==> src/rtl/jk_ctrl_pkg.sv <==
// Shared definitions for the JK bank controller: op codes, FSM states and
// the per-flop next-state rule used to form the response bit.
package jk_ctrl_pkg;

  // Op codes are the {J,K} pair applied to the addressed flop.
  localparam logic [1:0] OP_HOLD   = 2'b00;
  localparam logic [1:0] OP_RESET  = 2'b01;
  localparam logic [1:0] OP_SET    = 2'b10;
  localparam logic [1:0] OP_TOGGLE = 2'b11;

  typedef enum logic [1:0] {
    ST_IDLE  = 2'b00,
    ST_APPLY = 2'b01,
    ST_RESP  = 2'b10
  } state_t;

  // Q a JK flop will hold after one edge with {J,K} = op.
  // A toggle loads the present Qbar.
  function automatic logic jk_next(input logic [1:0] op, input logic q,
                                   input logic qbar);
    case (op)
      OP_HOLD:  return q;
      OP_RESET: return 1'b0;
      OP_SET:   return 1'b1;
      default:  return qbar;
    endcase
  endfunction

endpackage

==> src/rtl/jk_bank.sv <==
// Bank of N_FF JK flip-flops sharing one clock and an async active-high reset.
module jk_bank #(
  parameter int N_FF = 8
) (
  input  logic            clk,
  input  logic            rst,
  input  logic [N_FF-1:0] i_j,
  input  logic [N_FF-1:0] i_k,
  output logic [N_FF-1:0] o_q,
  output logic [N_FF-1:0] o_qbar
);

  logic [N_FF-1:0] r_q;

  // Characteristic JK equation applied bitwise: Q+ = J&~Q | ~K&Q.
  // NOTE: every flop in the bank is reset; this is flop storage, not a RAM, so
  // clearing it costs nothing and the controller relies on a known-zero bank.
  always_ff @(posedge clk or posedge rst) begin
    if (rst) begin
      // NOTE: sequential state uses <= so all flops sample pre-edge values.
      r_q <= '0;
    end else begin
      r_q <= (i_j & ~r_q) | (~i_k & r_q);
    end
  end

  assign o_q    = r_q;
  assign o_qbar = ~r_q;

endmodule

==> src/rtl/jk_bank_ctrl.sv <==
// Two-requester round-robin controller that owns a JK flop bank. Each accepted
// command drives J/K of one flop for a single cycle, then returns its new Q.
module jk_bank_ctrl
  import jk_ctrl_pkg::*;
#(
  parameter int N_FF  = 8,
  parameter int IDX_W = $clog2(N_FF)
) (
  input  logic             clk,
  input  logic             rst,
  input  logic             req0_valid,
  output logic             req0_ready,
  input  logic [1:0]       req0_op,
  input  logic [IDX_W-1:0] req0_idx,
  input  logic             req1_valid,
  output logic             req1_ready,
  input  logic [1:0]       req1_op,
  input  logic [IDX_W-1:0] req1_idx,
  output logic             rsp_valid,
  output logic             rsp_id,
  output logic             rsp_q,
  output logic             busy,
  output logic [N_FF-1:0]  q_bank
);

  state_t           r_state;
  logic             r_last_grant;
  logic [1:0]       r_op;
  logic [IDX_W-1:0] r_idx;
  logic             r_id;
  logic             r_rsp_valid;
  logic             r_rsp_id;
  logic             r_rsp_q;

  logic             w_any_valid;
  logic             w_grant_id;
  logic [N_FF-1:0]  w_j;
  logic [N_FF-1:0]  w_k;
  logic [N_FF-1:0]  w_q;
  logic [N_FF-1:0]  w_qbar;

  // Round-robin pick: a lone requester wins; on contention the one that did
  // not win last time gets the grant.
  assign w_any_valid = req0_valid | req1_valid;
  assign w_grant_id  = (req0_valid && req1_valid) ? ~r_last_grant : req1_valid;

  // Readies are held low while reset is asserted so no handshake can complete
  // against a controller that is being cleared.
  assign req0_ready = !rst && (r_state == ST_IDLE) && !w_grant_id && req0_valid;
  assign req1_ready = !rst && (r_state == ST_IDLE) &&  w_grant_id && req1_valid;

  // One-hot J/K for the latched flop during APPLY; every other flop holds.
  always_comb begin
    // NOTE: defaults first so no path through this block leaves a latch.
    w_j = '0;
    w_k = '0;
    if (r_state == ST_APPLY) begin
      w_j[r_idx] = r_op[1];
      w_k[r_idx] = r_op[0];
    end
  end

  jk_bank #(.N_FF(N_FF)) u_bank (
    .clk    (clk),
    .rst    (rst),
    .i_j    (w_j),
    .i_k    (w_k),
    .o_q    (w_q),
    .o_qbar (w_qbar)
  );

  // Command FSM: IDLE grants and latches, APPLY pulses J/K and pre-computes
  // the post-edge Q so the response register is exact in RESP.
  always_ff @(posedge clk or posedge rst) begin
    if (rst) begin
      r_state      <= ST_IDLE;
      r_last_grant <= 1'b1;
      r_op         <= OP_HOLD;
      r_idx        <= '0;
      r_id         <= 1'b0;
      r_rsp_valid  <= 1'b0;
      r_rsp_id     <= 1'b0;
      r_rsp_q      <= 1'b0;
    end else begin
      r_rsp_valid <= 1'b0;
      case (r_state)
        ST_IDLE: begin
          if (w_any_valid) begin
            r_state      <= ST_APPLY;
            r_last_grant <= w_grant_id;
            r_id         <= w_grant_id;
            r_op         <= w_grant_id ? req1_op  : req0_op;
            r_idx        <= w_grant_id ? req1_idx : req0_idx;
          end
        end
        ST_APPLY: begin
          r_state     <= ST_RESP;
          r_rsp_valid <= 1'b1;
          r_rsp_id    <= r_id;
          r_rsp_q     <= jk_next(r_op, w_q[r_idx], w_qbar[r_idx]);
        end
        ST_RESP: begin
          r_state <= ST_IDLE;
        end
        default: begin
          r_state <= ST_IDLE;
        end
      endcase
    end
  end

  assign rsp_valid = r_rsp_valid;
  assign rsp_id    = r_rsp_id;
  assign rsp_q     = r_rsp_q;
  assign busy      = (r_state != ST_IDLE);
  assign q_bank    = w_q;

endmodule

==> config.mk <==
export PLATFORM = sky130hd
export DESIGN_NAME = jk_bank_ctrl
export DESIGN_NICKNAME = d
export VERILOG_FILES = /design/src/rtl/jk_ctrl_pkg.sv /design/src/rtl/jk_bank.sv /design/src/rtl/jk_bank_ctrl.sv
export SDC_FILE = /design/constraint.sdc
export NUM_CORES = 1
export LEC_CHECK = 0
export CAP_MARGIN = 20
export CELL_PAD_IN_SITES_DETAIL_PLACEMENT = 1
export CELL_PAD_IN_SITES_GLOBAL_PLACEMENT = 1
export CORE_MARGIN = 1.5
export CORE_UTILIZATION = 45
export DETAILED_ROUTE_END_ITERATION = 8
export DONT_BUFFER_PORTS = 1
export PLACE_DENSITY_LB_ADDON = 0.1
export SLEW_MARGIN = 20
export SYNTH_ARGS = -nofsm -noshare
export SYNTH_HDL_FRONTEND = slang
export SYNTH_SLANG_ARGS = --single-unit
==> constraint.sdc <==
create_clock -name clk -period 1.5 [get_ports clk]
set_input_delay 0 -clock clk [delete_from_list [all_inputs] [get_ports clk]]
set_output_delay 0 -clock clk [all_outputs]
set_load 0.02 [all_outputs]
; ---- After elaboration in Yosys (flattened, before gate mapping)
; Index checks and enable logic that the tools add are counted.
; W data, S select, Z words.
[classes]
order_cmp = 2
n_eq_ne = 4
mux = 15
n_reduce_logical = 13
bitwise = 9
[ops]
columns = cell, count
row1 = $and A8 B8 Y8, 4
row2 = $mux W8, 2
row3 = $not A8 Y8, 2
row4 = $or A8 B8 Y8, 1
row5 = $logic_and A1 B1 Y1, 7
row6 = $bmux W1 S3, 2
row7 = $mux W1, 5
row8 = $eq A2 B1 Y1 const B, 2
row9 = $logic_not A2 Y1, 2
row10 = $lt A3 B4 Y1 const B, 1
row11 = $mux W2, 2
row12 = $pmux W2 S2, 1
row13 = $demux W1 S3, 1
row14 = $ge A3 B1 Y1 const B, 1
row15 = $mux W3, 1
row16 = $pmux W1 S3, 1
row17 = $eq A2 B2 Y1 const B, 1
row18 = $logic_not A1 Y1, 2
row19 = $ne A2 B2 Y1 const B, 1
row20 = $reduce_and A2 Y1, 1
row21 = $reduce_bool A2 Y1, 1
row22 = $not A1 Y1, 1
row23 = $or A1 B1 Y1, 1
[word_totals]
out_inout_bits = 14
wordCells = 52
in_bits = 14
reg_bits = 20

; ---- Longest topological paths before layout
[depth]
word_depth = 9
depth_mapped = 6
mapped_depth_nobuf = 5

; ---- By module
; Synthesis repeated with hierarchy kept, for this count alone.
[hier_totals]
hier_cells = 127
hier_area_um2 = 1156.1
[modules_own_cells]
columns = mod, area_per_inst_um2, seq_area_each_um2, n_inst, cells_per_inst
row1 = jk_bank_ctrl, 802.0, 301.5, 1, 94
row2 = jk_bank, 354.1, 200.2, 1, 33

; ---- Least setup slack after synthesis
; Ideal clock, no wire load.
[synth_path]
path_type = register -> output
startpoint = register r_state[0]
endpoint = output port req0_ready
t_arrival_ns = 1.433
setup_slack_ns = 0.067
path_buffers = 0
stages_incl_launch_ff = 4
required_time_ns = 1.500
cell_sequence = dfrtp_1 -> nor2_2 -> inv_2 -> nor4b_1
[synth_between]
elab_chain_len = 4
[synth_lines]
columns = item, line_no
row1 = start: declaration, jk_bank_ctrl.sv:26  ; state_t r_state;
row2 = start signal: assignment, jk_bank_ctrl.sv:76  ; r_state <= ST_IDLE;
row3 = start signal: assignment, jk_bank_ctrl.sv:89  ; r_state <= ST_APPLY;
row4 = start signal: assignment, jk_bank_ctrl.sv:97  ; r_state <= ST_RESP;
row5 = $logic_not A2 Y1, jk_bank_ctrl.sv:49  ; assign req0_ready = !rst && (r_state == ST_IDLE) && !w_grant_id && req0_valid;
row6 = $logic_and A1 B1 Y1 (3 in a row), jk_bank_ctrl.sv:49
row7 = end: declaration, jk_bank_ctrl.sv:12  ; output logic req0_ready,
; Every way passes these cells.

; ---- Worst setup path after layout
[layout_path]
startpoint = register r_last_grant
endpoint = output port req0_ready
[layout_between]
elab_chain_len = 5
[layout_lines]
columns = item, line_no
row1 = start: declaration, jk_bank_ctrl.sv:27  ; logic r_last_grant;
row2 = start signal: assignment, jk_bank_ctrl.sv:90  ; r_last_grant <= w_grant_id;
row3 = $not A1 Y1, jk_bank_ctrl.sv:45  ; assign w_grant_id = (req0_valid && req1_valid) ? ~r_last_grant : req1_valid;
row4 = $mux W1, jk_bank_ctrl.sv:45
row5 = $logic_not A1 Y1, jk_bank_ctrl.sv:49
row6 = $logic_and A1 B1 Y1 (2 in a row), jk_bank_ctrl.sv:49
; Every way passes these cells.

==> flow_metrics.py <==
metrics = {
    "finish": {
        "nets": 141,
        "instances_no_fill": 154,
        "drive_above_1_share": 0.238,
        "syn_to_final_growth_pct": 26.0,
        "diodes": 0,
    },
    "clocking": {
        "cts_buffers": 3,
        "clk_latency_ns": 0.29,
        "clock-root-buffer": "clkbuf_4",
        "cts_tree": "built",
        "cts.htree.levels": 1,
        "clockBufferDepth": 2,
        "cts_sinks": 20,
        "clkSlewWorstSetupHoldPaths_ns": 0.11,
    },
    "setup_path": {
        "crit_arrival_ns": 1.45,
        "r2r-end": "u_bank.o_q[2]",
        "ff2ff_path_depth": 4,
        "r2r-start": "r_state[1]",
        "endpoint_kind": "output pin",
        "crit_type": "reg2out",
        "start_kind": "flip-flop",
        "rrSetupSlack_ns": 0.13,
        "path_max_fanout": 8,
        "crit_required_ns": 1.50,
    },
    "placed_design": {
        "place_congestion": 0.799,
        "place_ws_ns": 0.0613,
        "dp_hpwl_um": 1850,
        "dp.cells": 134,
        "io_buffer_count": 0,
    },
    "logic_synthesis": {
        "synth-xor-area-share": 0,
        "yosys_most_used_dff": "dfrtp_1",
        "seq_area_frac_synth": 0.485,
        "syn_area_per_cell_um2": 10.2,
        "yosysUniqueCellTypes": 30,
        "synth.area.mux_share": 0.0677,
        "synthTopCellsByArea": "dfrtp_1, mux2i_1, a31oi_1",
        "synth_compound_area_frac": 0.186,
        "ys_seq_elements": 20,
        "synth-simple-area-share": 0.198,
        "netlist_instances": 101,
        "syn_nets": 115,
        "yosysMostFrequentCell": "dfrtp_1",
        "synthesis.area_um2": 1030,
        "synth_top_family_by_area": "simple AND/OR/NAND/NOR gates",
        "synth_common_cells": "dfrtp_1, a21oi_1, a31oi_1",
        "synth-adder-area-share": 0,
        "synth_edf_count": 0,
        "postSynth.asyncResetShare": 1.00,
        "yosysTopAreaCellShare": 0.459,
        "synth_top_cell_by_area": "dfrtp_1",
        "yosys_warnings": 0,
    },
    "global_route": {
        "gr-total-overflow": 0,
        "grt_pass1_vias": 945,
        "grt_max_degree": 21,
        "grt_pass1_wl_um": 4750,
        "grt_antenna_before_repair": 0,
        "grt_usage": 0.247,
    },
    "detailed_routing": {
        "wl_met1_um": 1230,
        "drt_iter0_drc": 12,
        "wl_um": 2890,
        "met3_length_um": 73,
        "firstDrtPassIters": 4,
        "route.detailed.drc": 0,
        "num_vias": 867,
        "met2_wirelength_um": 1570,
        "antenna_left": 0,
        "wl_per_cell_um": 18.7,
        "viasPerCell": 5.63,
        "top_layer_used": "met4",
    },
    "timing": {
        "slew_headroom": 0.766,
        "finalClockSkew_ns": 0.00458,
        "min_period_ns": 1.45,
        "rsz0062_at_grt": "true",
        "tightest_slew_ns": 0.350,
        "tns_ns": 0,
        "fin_crit_sh": 0.969,
        "drv_slew": 0,
        "setup_viol": 0,
        "fin_ws_ns": 0.0468,
        "hold_viol_final": 0,
        "fmax_ghz": 0.688,
    },
    "floorplan": {
        "core_um2": 2190,
        "dieHeight_um": 51.0,
        "die_x_um": 51.0,
        "pin_count": 28,
        "die_area_um2": 2600,
        "start_util": 0.472,
        "num_rows": 17,
    },
    "power_and_ir_drop": {
        "total_leakage_power_nw": 0.569,
        "power.density_nw_per_um2": 2200,
        "power.total_mw": 2.87,
        "ir_worst_vdd_mv": 1.05,
    },
    "min_path": {
        "min_to": "r_state[0]",
        "hold_class": "in2reg",
        "min_from": "req0_valid",
        "min_path_cells": 3,
    },
    "flow_run": {
        "cap_violations": 0,
    },
    "outcome": {
        "status": "completed",
    },
}
==> cells by family after synthesis <==
| kind of cell | Yosys count |
|---|---|
| compound gates | 30 |
| buf+inv | 12 |
| mux | 7 |
| flops | 20 |
| simple gates | 32 |
==> layout by cell type, fill, tap and decap left out, drive strengths merged, types with 3 or more instances in the layout <==
cell and count:
o21ai 5, inv 7, buf 13, nand2 6, nor2 10, nor2b 3
a21oi 10, dlygate4sd3 13, dfrtp 19, a31oi 9, a41oi 3, clkbuf 4
mux2i 7
==> registers in the layout, summed over array words and instances (netlist names) <==
register      cells
u_bank.o_q        8
rsp_id            1
rsp_q             1
r_last_grant      1
r_idx             3
r_id              1
r_op              2
rsp_valid         1
r_state           2
==> worst max-delay path by stage <==
stage | endpoint | cells after the start | startpoint | slack [ns]
after floorplan | req0_ready | 3 | r_state[0] | 0.07
after global placement | rsp_q | 4 | r_idx[2] | 0.1
after detailed placement | rsp_q | 4 | r_idx[2] | 0.06
after CTS | req0_ready | 4 | r_state[0] | 0.02
after global routing | u_bank.o_q[3] | 4 | r_state[1] | -0.008
final | req0_ready | 3 | r_last_grant | 0.05
==> report_power, final <==
group	switching, mW	internal (mW)	leakage, nW
Combinational	0.744	0.577	0.318
Sequential	0.471	0.812	0.236
Clock	0.164	0.103	0.0150
Total	1.38	1.49	0.569
==> layout make-up <==
cell class / count / area, µm²
timing repair buffer: 26 / 228
sequential: 20 / 504
tap: 28 / 35.0
clock buffer: 4 / 26.3
fill: 250 / 887
multi-input combinational: 69 / 482
inverter: 7 / 28.8
==> per-layer routing <==
metal,up-vias,global-route usage
met1,431,0.328
met3,2,0.0409
li1,416,-
met4,0,0.0631
met5,-,0
met2,18,0.418
==> worst max-delay path, stage by stage (launching register included) <==
cell and delay (ns):
dfstp_2 0.60, a21boi_4 0.12, nor4b_2 0.25, buf_4 0.19
==> per-stage QoR <==
step	util	cell area, µm²	hold WS [ns]
after detailed placement	0.505	1110	-0.0432
final	0.595	1300	0.0297
after CTS	0.581	1270	0.0281
after global routing	0.595	1300	0.0297
after global placement	0.505	1110	-0.0470
after floorplan	-	1030	-0.0317
==> timing repair <==
item	in CTS	in global routing
gates resized for setup	2	4
pin swaps	0	1
hold buffers	13	1
endpoints found under the setup margin	1	11
buffers inserted	0	3
hold endpoints to repair	27	1
Note: power is estimated with default switching activity, not from simulation.
